File: config.mk
export PLATFORM = sky130hd
export DESIGN_NAME = sp_pc_seq_flat
export DESIGN_NICKNAME = d
export VERILOG_FILES = /design/src/rtl/sp_pc_pkg.sv /design/src/rtl/sp_pc_seq_if.sv /design/src/rtl/sp_pc_inc.sv /design/src/rtl/sp_pc_seq.sv /design/src/flat_wrapper.sv
export SDC_FILE = /design/constraint.sdc
export NUM_CORES = 1
export LEC_CHECK = 0
export BUFFER_PORTS_ARGS = -buffer_cell sky130_fd_sc_hd__buf_4
export CAP_MARGIN = 10
export CORE_MARGIN = 2
export CORE_UTILIZATION = 52
export CTS_CLUSTER_DIAMETER = 120
export DETAILED_ROUTE_END_ITERATION = 16
export PLACE_DENSITY = 0.94
export SKIP_CTS_REPAIR_TIMING = 1
export SLEW_MARGIN = 0
export SYNTH_ARGS = -nofsm -noshare
export SYNTH_HDL_FRONTEND = slang
export SYNTH_SLANG_ARGS = --single-unit
File: constraint.sdc
create_clock -name clk -period 3.18 [get_ports clk]
set_input_delay 0.795 -clock clk [delete_from_list [all_inputs] [get_ports clk]]
set_output_delay 0.795 -clock clk [all_outputs]
set_load 0.05 [all_outputs]
File: src/rtl/sp_pc_pkg.sv
// Shared definitions for the RSP instruction-memory PC sequencer.
package sp_pc_pkg;

    localparam int PC_AW = 10;
    localparam logic [PC_AW-1:0] SP_RESET_PC = '0;

    typedef enum logic [1:0] {
        HALT  = 2'd0,
        RUN   = 2'd1,
        DSLOT = 2'd2
    } sp_state_t;

    // The unused encoding 2'd3 is treated as HALT so a corrupted state parks safely.
    function automatic sp_state_t decode_state(input logic [1:0] raw);
        case (raw)
            2'd1:    return RUN;
            2'd2:    return DSLOT;
            default: return HALT;
        endcase
    endfunction

endpackage

File: src/rtl/sp_pc_seq_if.sv
// Control/feedback bundle between the sequencer, the core and the PC register.
//
// Handshake: there is no valid/ready pair. pc_en is the one qualifier. On every
// rising edge where pc_en=1 the PC register loads pc_next; pc_next is
// meaningful only while pc_en=1 or while reset is high. All other inputs are
// level signals sampled on the same edge.
interface sp_pc_seq_if
    import sp_pc_pkg::*;
#(
    parameter int AW = PC_AW
);
    logic          halt;
    logic          single_step;
    logic          stall;
    logic          br_taken;
    logic [AW-1:0] br_target;
    logic          pc_wr;
    logic [AW-1:0] pc_wr_data;
    logic [AW-1:0] pc_cur;
    logic [AW-1:0] pc_next;
    logic          pc_en;
    logic          in_dslot;
    logic          running;
    sp_state_t     state_dbg;

    modport master (
        output halt, single_step, stall, br_taken, br_target,
               pc_wr, pc_wr_data, pc_cur,
        input  pc_next, pc_en, in_dslot, running, state_dbg
    );

    modport slave (
        input  halt, single_step, stall, br_taken, br_target,
               pc_wr, pc_wr_data, pc_cur,
        output pc_next, pc_en, in_dslot, running, state_dbg
    );
endinterface

File: src/rtl/sp_pc_inc.sv
// Wrapping word-address incrementer; the top word rolls over to zero silently.
module sp_pc_inc #(
    parameter int AW = 10
) (
    input  logic [AW-1:0] a,
    output logic [AW-1:0] y
);
    assign y = a + AW'(1);
endmodule

File: src/rtl/sp_pc_seq.sv
// Next-address sequencer feeding the enabled PC register (in/en), with q fed back as pc_cur.
// Handles increment, taken branches with one delay slot, halt, single-step and host writes.
module sp_pc_seq
    import sp_pc_pkg::*;
#(
    parameter int            AW       = PC_AW,
    parameter logic [AW-1:0] RESET_PC = AW'(SP_RESET_PC)
) (
    input logic        clk,
    input logic        reset,
    sp_pc_seq_if.slave bus
);
    logic [1:0]    state_q;
    sp_state_t     cur;
    sp_state_t     state_d;
    logic [AW-1:0] tgt_q;
    logic [AW-1:0] tgt_d;
    logic          step_q;
    logic          step_d;
    // A delay slot reached by a single step waits for another step while halted.
    logic          park_q;
    logic          park_d;
    logic [AW-1:0] inc;
    logic          parked;
    logic          wr_ok;
    logic          step_ok;
    logic          adv;

    sp_pc_inc #(.AW(AW)) u_inc (
        .a (bus.pc_cur),
        .y (inc)
    );

    assign cur    = decode_state(state_q);
    assign parked = (cur == DSLOT) && park_q && bus.halt;

    // Host writes land only when the sequencer is stopped and no step is pending.
    assign wr_ok = bus.pc_wr && !step_q && ((cur == HALT) || parked);

    // A step pulse is taken only while halted; a same-cycle host write drops it.
    assign step_ok = bus.single_step && bus.halt && !bus.pc_wr &&
                     ((cur == HALT) || ((cur == DSLOT) && park_q));

    // Advance: running without halt, a pending delay slot, or a pending step; stall blocks all.
    always_comb begin
        adv = 1'b0;
        case (cur)
            RUN:     adv = !bus.halt && !bus.stall;
            DSLOT:   adv = !bus.stall && !(parked && !step_q);
            default: adv = step_q && !bus.stall;
        endcase
    end

    // State register: FSM state, latched branch target, step request and park flag.
    always_ff @(posedge clk or posedge reset) begin
        if (reset) begin
            state_q <= HALT;
            tgt_q   <= '0;
            step_q  <= 1'b0;
            park_q  <= 1'b0;
        end else begin
            state_q <= state_d;
            tgt_q   <= tgt_d;
            step_q  <= step_d;
            park_q  <= park_d;
        end
    end

    // Next-state logic.
    always_comb begin
        state_d = cur;
        tgt_d   = tgt_q;
        park_d  = park_q;
        step_d  = bus.halt && ((step_q && !adv) || step_ok);
        case (cur)
            RUN: begin
                if (bus.halt) begin
                    state_d = HALT;
                end else if (adv && bus.br_taken) begin
                    state_d = DSLOT;
                    tgt_d   = bus.br_target;
                    park_d  = 1'b0;
                end
            end
            DSLOT: begin
                if (wr_ok) begin
                    state_d = HALT;
                    tgt_d   = '0;
                    park_d  = 1'b0;
                end else if (adv) begin
                    state_d = bus.halt ? HALT : RUN;
                    park_d  = 1'b0;
                end
            end
            default: begin
                if (wr_ok) begin
                    tgt_d = '0;
                end else if (adv) begin
                    if (bus.br_taken) begin
                        state_d = DSLOT;
                        tgt_d   = bus.br_target;
                        park_d  = bus.halt;
                    end else begin
                        state_d = bus.halt ? HALT : RUN;
                    end
                end else if (!bus.halt) begin
                    state_d = RUN;
                end
            end
        endcase
    end

    // Output logic: zero-latency address/enable to the PC register plus status.
    always_comb begin
        bus.pc_en     = 1'b0;
        bus.pc_next   = inc;
        bus.in_dslot  = 1'b0;
        bus.running   = 1'b0;
        bus.state_dbg = cur;
        if (reset) begin
            bus.pc_next = RESET_PC;
        end else begin
            bus.in_dslot = (cur == DSLOT);
            bus.running  = (cur != HALT);
            if (wr_ok) begin
                bus.pc_en   = 1'b1;
                bus.pc_next = bus.pc_wr_data;
            end else if (adv) begin
                bus.pc_en   = 1'b1;
                bus.pc_next = (cur == DSLOT) ? tgt_q : inc;
            end
        end
    end

endmodule

File: src/flat_wrapper.sv
// flat-port wrapper written by rule: the top's interface ports become plain ports
module sp_pc_seq_flat import sp_pc_pkg::*;
#(
    parameter int            AW       = PC_AW,
    parameter logic [AW-1:0] RESET_PC = AW'(SP_RESET_PC)
)
  (clk, reset, bus_halt, bus_single_step, bus_stall, bus_br_taken, bus_br_target, bus_pc_wr, bus_pc_wr_data, bus_pc_cur, bus_pc_next, bus_pc_en, bus_in_dslot, bus_running, bus_state_dbg);
  sp_pc_seq_if #(.AW(AW)) bus_i ();
  input logic clk;
  input logic reset;
  input wire logic [$bits(bus_i.halt)-1:0] bus_halt;
  input wire logic [$bits(bus_i.single_step)-1:0] bus_single_step;
  input wire logic [$bits(bus_i.stall)-1:0] bus_stall;
  input wire logic [$bits(bus_i.br_taken)-1:0] bus_br_taken;
  input wire logic [$bits(bus_i.br_target)-1:0] bus_br_target;
  input wire logic [$bits(bus_i.pc_wr)-1:0] bus_pc_wr;
  input wire logic [$bits(bus_i.pc_wr_data)-1:0] bus_pc_wr_data;
  input wire logic [$bits(bus_i.pc_cur)-1:0] bus_pc_cur;
  output wire logic [$bits(bus_i.pc_next)-1:0] bus_pc_next;
  output wire logic [$bits(bus_i.pc_en)-1:0] bus_pc_en;
  output wire logic [$bits(bus_i.in_dslot)-1:0] bus_in_dslot;
  output wire logic [$bits(bus_i.running)-1:0] bus_running;
  output wire logic [$bits(bus_i.state_dbg)-1:0] bus_state_dbg;
  assign bus_i.halt = bus_halt;
  assign bus_i.single_step = bus_single_step;
  assign bus_i.stall = bus_stall;
  assign bus_i.br_taken = bus_br_taken;
  assign bus_i.br_target = bus_br_target;
  assign bus_i.pc_wr = bus_pc_wr;
  assign bus_i.pc_wr_data = bus_pc_wr_data;
  assign bus_i.pc_cur = bus_pc_cur;
  assign bus_pc_next = bus_i.pc_next;
  assign bus_pc_en = bus_i.pc_en;
  assign bus_in_dslot = bus_i.in_dslot;
  assign bus_running = bus_i.running;
  assign bus_state_dbg = bus_i.state_dbg;
  sp_pc_seq #(.AW(AW), .RESET_PC(RESET_PC)) u_core (.clk(clk), .reset(reset), .bus(bus_i));
endmodule
==> metrics.txt, run 1 <==
VDD IR max=0.693 mV; n_diodes=0; Setup violations, final=0; Longest Clk Path Bufs=2; WL/cell=roughly 16 um; Placed Area=between 1500 and 2000 um2; Worst Path Required=between 2 and 2.5 ns; cell family with most CP delay=buffers and inverters; Mapped Nets=200; Buf/Inv on CP=4; FILL cells=156; Worst path max stage delay=around 0.38 ns; vias in the first global route=~1400; Final Util=~76%; Rel. slew slack=about two thirds; CORE AREA=between 2000 and 2500 um2; Post-DP HPWL=~3100 um; drc violations=0; full die area=between 2000 and 3000 um2; layout cell share with drive strength beyond 1=just under 40%; RSZ-0062 raised after global routing=yes; crit path max-delay cell type=dfrtp_1; chip width=~54 um; Initial Util=a little over half; outcome=finished clean; sequential fraction of the synthesis area=26.7%; critical path peak fanout=10; number of synthesized register bits=14; PD cells=906 nW/um2; Congestion Overflow GR=0; Max Slew Vio Count=0; Clk network pwr share=between 7 and 8%; pin count of the biggest net entering global routing=16; design area=approximately 1900 um2; Mean Syn Cell Area=~8.3 um2; Crit path top cell by count=buf_4; ys flop type=dfrtp_1; Clock Sinks=14; asr flop ratio synth=100%; Vias=around 1500; total power=about 1.7 mW; final net count=256; Mapped Cells=159; Netlist cell types=47; Syn Std Cell Area=around 1300 um2; DR vias/cell=5.96; area share of the largest cell type after synthesis=about a quarter; # port buffers=51; EDFF count, synth=0; cell chosen for the clock root=clkbuf_4; Flop pwr share=17.6%; Setup crit end kind=output pin; period utilisation layout=a little over nine tenths; worst min-delay path category=flip-flop to flip-flop; Setup CP Type=flip-flop to output pin; CTS tree=yes; crit path cell chain=inv_1, ha_1, a31oi_1, buf_4, nor2_1, buf_4, o41ai_2, buf_4; P_leak=between 0.8 and 0.9 nW; Net Sw Frac=51.5%; Fmax=325 MHz; dpl cells=240; final RePlAce weighted congestion=between 0.8 and 0.9; internal cell power=0.816 mW; P&R area growth vs syn=41.7%; antenna violations before repair=0; net switching power=~0.87 mW; CP arrival=2.28 ns; crit path time final=around 3.1 ns; total CTS buffers=3; chip height=around 54 um; Final Instance Count excl. Fillers=between 200 and 250; CTS H-tree lvls=1; global-route wire length before repair=6170 um; Worst Skew=~0.003 ns; Hold Violations, Final=0; crit path launch type=flip-flop; GRT Util Overall=between 20% and 30%; remaining antenna violation count=0; WL final=a little under 4000 um; Comb pwr share=between 70% and 80%; CTS clk-pin slew, worst paths=0.08 ns; TritonRoute pass-1 iters=4; initial DRC count=38; clock latency on the worst-skew pair=roughly 0.27 ns; worst slew pin tran=0.471 ns; Ports=52; max cap viols=0; post-synth top area cell=dfrtp_1; Synth Warn #=0; # rows=18; ranking of synthesized cells by area=dfrtp_1 27%, a22o_1 6.7%, nand2_1 5.7%, a21oi_1 5.3%, o211ai_1 4.0%
cell usage in the layout, fill, tap and decap left out, types with 2 or more instances in the layout:
cell type  Yosys  layout
nand2b_1       3       2
inv_1          9       9
dfrtp_1       14      14
o211ai_1       7       7
nor3_1         4       4
nor4_1         2       2
a22o_1        10      10
a21oi_1       14       4
nor2_1        11      11
o21a_1         3       3
a31oi_1        2       2
nand2_1       20      20
xor2_1         4       4
o21ai_0        6       6
clkbuf_4       0       3
buf_4          1      58
nor3b_1        2       2
a21o_1         2       2
xnor2_1        4       4
ha_1           4       4
nand3_1        4       4
a21oi_2        0      10
nor2b_1        5       5
through the flow:
step | hold slack, ns | setup TNS (ns) | setup WS [ns]
global route | 0.540 | -0.00196 | -0.00196
global placement | 0.507 | 0 | 0.203
finish | 0.516 | 0 | 0.106
CTS | 0.518 | 0 | 0.00677
detailed placement | 0.496 | 0 | 0.120
floorplan | 0.465 | -0.0463 | -0.0463
per-layer routing:
| metal | part of all wire (%) | global-route usage (%) |
|---|---|---|
| met1 | 39 | 33.1 |
| met2 | 54 | 53.0 |
| met3 | 5.5 | 3.55 |
| met4 | 1.6 | 10.4 |
| met5 | 0 | 0 |
cell families after synthesis:
| kind of cell | count (synthesis) | share of synthesized area, % |
|---|---|---|
| AOI/OAI and AO/OA | 58 | 33.6 |
| buffers and inverters | 16 | 5.72 |
| adders and majority gates | 4 | 3.81 |
| and+or+nand+nor | 57 | 23.3 |
| muxes | 2 | 1.62 |
| DFF | 14 | 26.7 |
| xor gates and xnor gates | 8 | 5.34 |
power by group through the flow:
stage	Sequential, mW	Clock [mW]	Combinational, mW
2_1_floorplan	0.275	0	0.919
3_3_place_gp	0.294	0	1.20
3_5_place_dp	0.296	0	1.23
4_1_cts	0.293	0.123	1.23
5_1_grt	0.299	0.133	1.35
6_report	0.296	0.122	1.27
worst reg2reg max path, cell delays in order, from the launching register on:
cell	delay, ns
dfrtp_1	0.38
inv_1	0.05
ha_1	0.40
buf_4	0.21
nand2b_1	0.13
nand2_1	0.22
nor3_2	0.08
o31ai_4	0.48
a22o_1	0.23
registers in the layout, summed over array words and instances, names as in the netlist:
signal	count
u_core.step_q	1
u_core.tgt_q	10
u_core.park_q	1
u_core.state_q	2
synth_stat cells, types with 2 or more instances:
library cell	count
nand3_1	4
inv_1	9
a31oi_1	2
clkbuf_1	2
a22o_1	10
nor2_1	11
a21o_1	2
dfrtp_1	14
a21oi_1	14
xnor2_1	4
ha_1	4
nor2b_1	5
xor2_1	4
nor3b_1	2
o211ai_1	7
nor3_1	4
nor4_1	2
nand2_1	20
buf_2	2
o21ai_0	6
o21a_1	3
nand2b_1	3
path summary, 6_finish.rpt:
check | slack, ns | start | end | cells past startpoint
min in group asynchronous | 0.68 | reset | u_core.tgt_q[0]$_DFFE_PP0P_ | 3
max reg2reg | 0.93 | u_core.state_q[0]$_DFF_PP0_ | u_core.tgt_q[2]$_DFFE_PP0P_ | 8
max | 0.11 | u_core.state_q[0]$_DFF_PP0_ | bus_pc_next[9] | 8
min reg2reg | 0.52 | u_core.tgt_q[6]$_DFFE_PP0P_ | u_core.tgt_q[6]$_DFFE_PP0P_ | 1
min | 0.52 | u_core.tgt_q[6]$_DFFE_PP0P_ | u_core.tgt_q[6]$_DFFE_PP0P_ | 1
max in group asynchronous | 2.35 | reset | u_core.park_q$_DFFE_PP0P_ | 3
cell type report:
type	instances	area [um2]	area share, %
tap	30	37.5	2.02
multi-input combinational	129	966	52.0
timing repair buffer	58	435	23.4
inverter	9	33.8	1.82
sequential	14	350	18.8
clock buffer	4	36.3	1.95
No activity file was read; power rests on OpenSTA's default activity.
==> run 2: changes to the inputs <==
--- a/config.mk
+++ b/config.mk
@@ -7,6 +7,7 @@
 export LEC_CHECK = 0
 export BUFFER_PORTS_ARGS = -buffer_cell sky130_fd_sc_hd__buf_4
 export CAP_MARGIN = 10
+export CORE_ASPECT_RATIO = 1.4
 export CORE_MARGIN = 2
 export CORE_UTILIZATION = 52
 export CTS_CLUSTER_DIAMETER = 120
==> run 2 against run 1 <==
- core utilization up 2.2 points
- global-route usage is 2.8 points higher
- total power rose by 3.1%
- worst setup slack lost 0.016 ns
- routed wire length is 11% higher
- sequential power rose by 3%
==> metrics.txt, run 2 (synthesis gave the netlist of run 1 again) <==
Setup violations, final=0 (unchanged); Hold Violations, Final=0 (unchanged); chip width=46.5 um (-14%); CTS tree=yes; CTS H-tree lvls=1 (unchanged); critical path peak fanout=7 (-3); antenna violations before repair=0 (unchanged); Setup crit end kind=output pin; Crit path top cell by count=inv_1; Initial Util=54.9% (+0.93 points); initial DRC count=44 (+16%); Post-DP HPWL=3280 um (+5.0%); Comb pwr share=74.7% (-0.5 points); Worst Path Required=2.38 ns (about the same); PD cells=923 nW/um2 (+1.9%); full die area=2950 um2 (+0.19%); final RePlAce weighted congestion=0.955 (+13%); final net count=255 (-0.39%); dpl cells=242 (+0.83%); Worst Skew=0.00834 ns (+0.00535 ns); Worst path max stage delay=0.42 ns (+0.04 ns); WL/cell=17.4 um (+9.8%); DR vias/cell=6.12 (+2.7%); crit path max-delay cell type=ha_2; Longest Clk Path Bufs=2 (unchanged); Flop pwr share=17.5% (about the same); clock latency on the worst-skew pair=0.30 ns (+0.03 ns); Setup CP Type=flip-flop to output pin; pin count of the biggest net entering global routing=16 (unchanged); crit path time final=3.09 ns (+0.0158 ns); CP arrival=2.29 ns (about the same); setup_tns=0 ns (unchanged); Vias=1512 (+4.0%); period utilisation layout=97.2% (+0.50 points); worst min-delay path category=flip-flop to flip-flop; remaining antenna violation count=0 (unchanged); design area=1880 um2 (+1.1%); n_diodes=0 (unchanged); vias in the first global route=1527 (+6.5%); P&R area growth vs syn=43.3%; total power=1.74 mW (+3.1%); Ports=52 (unchanged); GRT Util Overall=31.4% (+2.8 points); Placed Area=1790 um2 (-0.56%); TritonRoute pass-1 iters=4 (unchanged); worst slew pin tran=0.464 ns (-0.00706 ns); # port buffers=51 (unchanged); max cap viols=0 (unchanged); CTS clk-pin slew, worst paths=0.09 ns (about the same); cell family with most CP delay=compound AO/OA/AOI/OAI gates; Biggest register=u_core.tgt_q; chip height=63.4 um (+17%); Clock Sinks=14 (unchanged); crit path launch type=flip-flop; FILL cells=164 (+5.1%); global-route wire length before repair=6720 um (+8.9%); Final Instance Count excl. Fillers=247 (+1.2%); Max Slew Vio Count=0 (unchanged); total CTS buffers=3 (unchanged); Buf/Inv on CP=3 (-1); most frequent cells in the layout=56 x buf_4, 20 x nand2_1, 14 x dfrtp_1, 10 x nor2_1, 10 x a22o_1; Place WS=0.0877 ns (-0.0325 ns); Fmax=324 MHz (-0.51%); WL final=4290 um (+11%); max FFs per register=10 (unchanged); internal cell power=0.817 mW (about the same); P_leak=0.846 nW (-0.73%); commonest non-fill, non-tap cell in the layout=buf_4; cell chosen for the clock root=clkbuf_4; worst setup margin=0.0902 ns (-0.0158 ns); outcome=finished clean; CORE AREA=2390 um2 (-1.7%); crit path cell chain=inv_1, ha_2, a21oi_4, o211ai_4, inv_1, o41ai_2, buf_4; VDD IR max=0.547 mV (-21%); Net Sw Frac=52.9% (+1.4 points); drc violations=0 (unchanged); layout cell share with drive strength beyond 1=40.8% (+1.1 points); Rel. slew slack=69.1% (+0.47 points); Clk network pwr share=7.8% (+0.6 points); Final Util=78.6% (+2.2 points); Congestion Overflow GR=0 (unchanged); net switching power=0.919 mW (+6.0%); hold slack=0.525 ns (+0.00912 ns); # rows=21 (+3); largest registers=u_core.tgt_q (10), u_core.state_q (2)
[run 2: cell types whose count changed in the layout (fill, tap and decap cells not counted), sizes merged]
cell,delta
o211ai,+1
buf,-2
[run 2: final cells by class]
| type | count | area, um2 | area share [%] |
|---|---|---|---|
| Inverter | 9 | 33.8 | 1.80 |
| Multi-Input combinational cell | 130 | 997 | 53.0 |
| Sequential cell | 14 | 350 | 18.6 |
| Clock buffer | 4 | 36.3 | 1.93 |
| Tap cell | 34 | 42.5 | 2.26 |
| Timing Repair Buffer | 56 | 420 | 22.4 |
[run 2: final timing paths]
check,end,cells after the start,slack [ns],from
min in group asynchronous,u_core.tgt_q[9]$_DFFE_PP0P_,3,0.64,reset
hold reg to reg,u_core.tgt_q[4]$_DFFE_PP0P_,1,0.52,u_core.tgt_q[4]$_DFFE_PP0P_
max in group asynchronous,u_core.tgt_q[4]$_DFFE_PP0P_,3,2.36,reset
hold / removal,u_core.tgt_q[4]$_DFFE_PP0P_,1,0.52,u_core.tgt_q[4]$_DFFE_PP0P_
setup / recovery,bus_pc_next[9],7,0.09,u_core.state_q[0]$_DFF_PP0_
setup reg to reg,u_core.tgt_q[0]$_DFFE_PP0P_,7,0.95,u_core.state_q[0]$_DFF_PP0_
[run 2: power by group through the flow]
stage	combinational [mW]	sequential, mW	clock (mW)
after floorplan	0.919	0.275	0
after global placement	1.18	0.297	0
after detailed placement	1.22	0.299	0
after CTS	1.22	0.295	0.136
after global routing	1.39	0.305	0.148
final	1.30	0.304	0.135
[run 2: worst reg2reg max path: stages, from the launching register on]
cell and delay [ns]:
dfrtp_1 0.42, inv_1 0.08, ha_2 0.33, or2_1 0.29
o21ai_4 0.24, nor3_2 0.10, o31ai_4 0.48, a22o_1 0.23
[run 2: routing by layer]
layer  global-route usage, %  vias up  part of all wire [%]
li1                        -      691                     -
met1                    32.8      713                    34
met2                    54.5       83                    55
met3                    7.16       25                   5.7
met4                    16.1        0                   5.5
met5                       0        -                     0
==> run 3: changes to the inputs <==
--- a/config.mk
+++ b/config.mk
@@ -9,12 +9,13 @@
 export CAP_MARGIN = 10
 export CORE_ASPECT_RATIO = 1.4
 export CORE_MARGIN = 2
-export CORE_UTILIZATION = 52
+export CORE_UTILIZATION = 49
 export CTS_CLUSTER_DIAMETER = 120
 export DETAILED_ROUTE_END_ITERATION = 16
-export PLACE_DENSITY = 0.94
+export PLACE_DENSITY = 0.89
 export SKIP_CTS_REPAIR_TIMING = 1
 export SLEW_MARGIN = 0
 export SYNTH_ARGS = -nofsm -noshare
 export SYNTH_HDL_FRONTEND = slang
+export SYNTH_HIERARCHICAL = 1
 export SYNTH_SLANG_ARGS = --single-unit
==> constraint.sdc (replaced) <==
create_clock -name clk -period 3.2 [get_ports clk]
set_input_delay 0.8 -clock clk [delete_from_list [all_inputs] [get_ports clk]]
set_output_delay 0.8 -clock clk [all_outputs]
set_load 0.05 [all_outputs]
==> run 3 against run 2 <==
- the run now ends with negative setup slack left
- clock power is essentially flat
- cell count grew 6.1%
- clock-buffer cell count is the same
- combinational power grew 7%
- first-iteration DRC count grew 9.1%
- global-route usage shrank 3.7 points
- total power grew 6.2%
- die area grew 8.7%
- design area grew 15%
- sequential share of layout area shrank 2.4 points
- hold slack lost 0.0067 ns
==> metrics.txt, run 3 <==
outcome=finished with violations; failing checks=negative setup slack; WL/cell=17.1 um (-1.8%); global-route wire length before repair=6960 um (+3.5%); cell chosen for the clock root=clkbuf_4; EDFF count, synth=0 (unchanged); crit path time final=~3.2 ns; Worst Skew=0.0104 ns (+0.00210 ns); Final Instance Count excl. Fillers=262 (+6.1%); worst setup margin=-0.0140 ns (-0.104 ns); Ports=52 (unchanged); Setup CP Type=flip-flop to output pin; full die area=3210 um2 (+8.7%); CTS clk-pin slew, worst paths=0.10 ns (about the same); Max Slew Vio Count=0 (unchanged); CP arrival=2.41 ns (+0.12 ns); grt met3 use=5.20% (-2.0 points); Mapped Nets=209 (+4.5%); worst slew pin tran=0.737 ns (+0.273 ns); period utilisation layout=100%; CORE AREA=2620 um2 (+9.4%); # port buffers=51 (unchanged); post-synth top area cell=dfrtp_1; Initial Util=51.8% (-3.1 points); sequential fraction of the synthesis area=25.9% (-0.81 points); layout cell share with drive strength beyond 1=47.8% (+6.9 points); number of synthesized register bits=14 (unchanged); reg2reg path depth=8 (+1); remaining antenna violation count=0 (unchanged); Worst Path Required=2.40 ns (+0.02 ns); vias in the first global route=1593 (+4.3%); area share of the largest cell type after synthesis=25.9% (-0.81 points); Rel. slew slack=49.5% (-20 points); n_diodes=0 (unchanged); pin count of the biggest net entering global routing=17 (+1); Synth top cells by count=27 x nand2_1, 20 x nor2_1, 15 x nor2b_1, 14 x dfrtp_1; CP Capture Point=bus_pc_next[8]; Synth Warn #=6 (+6); most common cell in the netlist=nand2_1; most frequent cells in the layout=51 x buf_4, 20 x nand2_1, 19 x nor2_1, 14 x nor2b_1, 14 x dfrtp_1; largest registers=u_core/tgt_q (10), u_core/state_q (2); GR Layer Usage met1=26.5% (-6.3 points); RR Endpoint=u_core/tgt_q[3]$_DFFE_PP0P_; # rows=22 (+4.8%); Fmax=~310 MHz; Placed Area=2030 um2 (+13%); Vias=1516 (+0.26%); critical path peak fanout=7 (unchanged); ys flop type=dfrtp_1; Mean Syn Cell Area=8.11 um2 (-1.8%); drc violations=0 (unchanged); Syn Std Cell Area=1350 um2 (+3.1%); WL final=4470 um (+4.2%); GRT Util Overall=27.7% (-3.7 points); Longest Clk Path Bufs=2 (unchanged); final RePlAce weighted congestion=0.923 (-3.4%); P&R area growth vs syn=59.7%; chip height=66.2 um (+4.3%); VDD IR max=0.591 mV (+8.0%); Biggest register=u_core/tgt_q; Clock Sinks=14 (unchanged); CTS tree=yes; met2 Use GR=58.3% (+3.8 points); design area=2160 um2 (+15%); crit path launch type=flip-flop; Final Util=82.7% (+4.0 points); asr flop ratio synth=100% (unchanged); final net count=269 (+5.5%); Hold Violations, Final=0 (unchanged); CP startpoint=u_core/state_q[1]$_DFF_PP0_; antenna violations before repair=0 (unchanged); Setup violations, final=1 (+1); RSZ-0062 raised after global routing=yes; max FFs per register=10 (unchanged); P_leak=0.988 nW (+17%); Setup crit end kind=output pin; initial DRC count=48 (+9.1%); max cap viols=0 (unchanged); setup_tns=-0.0140 ns (-0.0140 ns); TritonRoute pass-1 iters=4 (unchanged); DR vias/cell=5.79 (-5.5%); total CTS buffers=3 (unchanged); Congestion Overflow GR=0 (unchanged); Mapped Cells=167 (+5.0%); worst min-delay path category=flip-flop to flip-flop; commonest non-fill, non-tap cell in the layout=buf_4; r2r setup slk=0.70 ns (-0.25 ns); R2R Path Start=u_core/state_q[1]$_DFF_PP0_; dpl cells=257 (+6.2%); ranking of synthesized cells by area=dfrtp_1 26%, mux2_2 8.3%, nand2_1 7.5%, nor2b_1 6.9%, a311oi_1 6.5%; clock latency on the worst-skew pair=0.29 ns (about the same); CTS H-tree lvls=1 (unchanged); Place WS=-0.106 ns (-0.194 ns); Netlist cell types=38 (-19%); Post-DP HPWL=3460 um (+5.5%); gr busiest metal=met2; chip width=48.4 um (+4.2%); PD cells=853 nW/um2 (-7.6%)
run 3: cell count changes after synthesis, sizes merged, moves of 8 or more:
cell / before / now
nand2: 20 / 28
mux2: 1 / 10
o211ai: 8 / 0
a21oi: 14 / 6
a311oi: 1 / 10
a22o: 10 / 0
nor2: 11 / 20
nor2b: 6 / 15
run 3: kinds of logic (layout without fill, tap and decap cells):
kind of cell	Yosys count	in the layout	synth area share [%]
flip-flops	14	14	25.9
AND/OR/NAND/NOR	82	83	30.6
multiplexers	12	12	9.80
buffers and inverters	16	74	5.08
adder cells (fa/ha/maj)	5	5	4.62
AO/OA/AOI/OAI	30	30	18.9
XOR/XNOR	8	8	5.18
run 3: power by group:
part           total (mW)  internal, mW  switching, mW
logic                1.39         0.602          0.791
clock network       0.135        0.0694         0.0655
registers           0.315         0.248         0.0674
total                1.84         0.919          0.924
run 3: worst min-delay path by stage:
stage                                      startpoint                           to  slack [ns]  cells past startpoint
after detailed placement  u_core/tgt_q[2]$_DFFE_PP0P_  u_core/tgt_q[2]$_DFFE_PP0P_        0.50                      1
after floorplan           u_core/tgt_q[0]$_DFFE_PP0P_  u_core/tgt_q[0]$_DFFE_PP0P_        0.48                      1
after global placement    u_core/tgt_q[2]$_DFFE_PP0P_  u_core/tgt_q[2]$_DFFE_PP0P_        0.49                      1
final                     u_core/tgt_q[2]$_DFFE_PP0P_  u_core/tgt_q[2]$_DFFE_PP0P_        0.52                      1
after global routing      u_core/tgt_q[2]$_DFFE_PP0P_  u_core/tgt_q[2]$_DFFE_PP0P_        0.52                      1
after CTS                 u_core/tgt_q[2]$_DFFE_PP0P_  u_core/tgt_q[2]$_DFFE_PP0P_        0.52                      1
run 3: worst max-delay path, cell delays in order, from the launching register on:
cell and delay [ns]:
dfrtp_1 0.43, ha_4 0.32, buf_6 0.12, nor2_4 0.04, a2111oi_4 0.36, and2_4 0.27, nand2_1 0.11, a311oi_4 0.28
buf_6 0.20
run 3: layout make-up:
cell class                 count  area, um2
multi-input combinational    138       1190
timing repair buffer          62        507
fill                         149        453
sequential                    14        350
tap                           36       45.0
clock buffer                   4       36.3
inverter                       8       30.0
run 3: routing by layer:
layer	routed length (um)	part of all wire [%]
met1	1460	33
met2	2610	58
met3	274	6.1
met4	131	2.9
met5	0	0
run 3: through the flow:
step / hold slack, ns / power, mW
6_report: 0.518 / 1.84
5_1_grt: 0.523 / 1.95
4_1_cts: 0.520 / 1.72
3_5_place_dp: 0.498 / 1.58
3_3_place_gp: 0.492 / 1.52
2_1_floorplan: 0.479 / 1.24
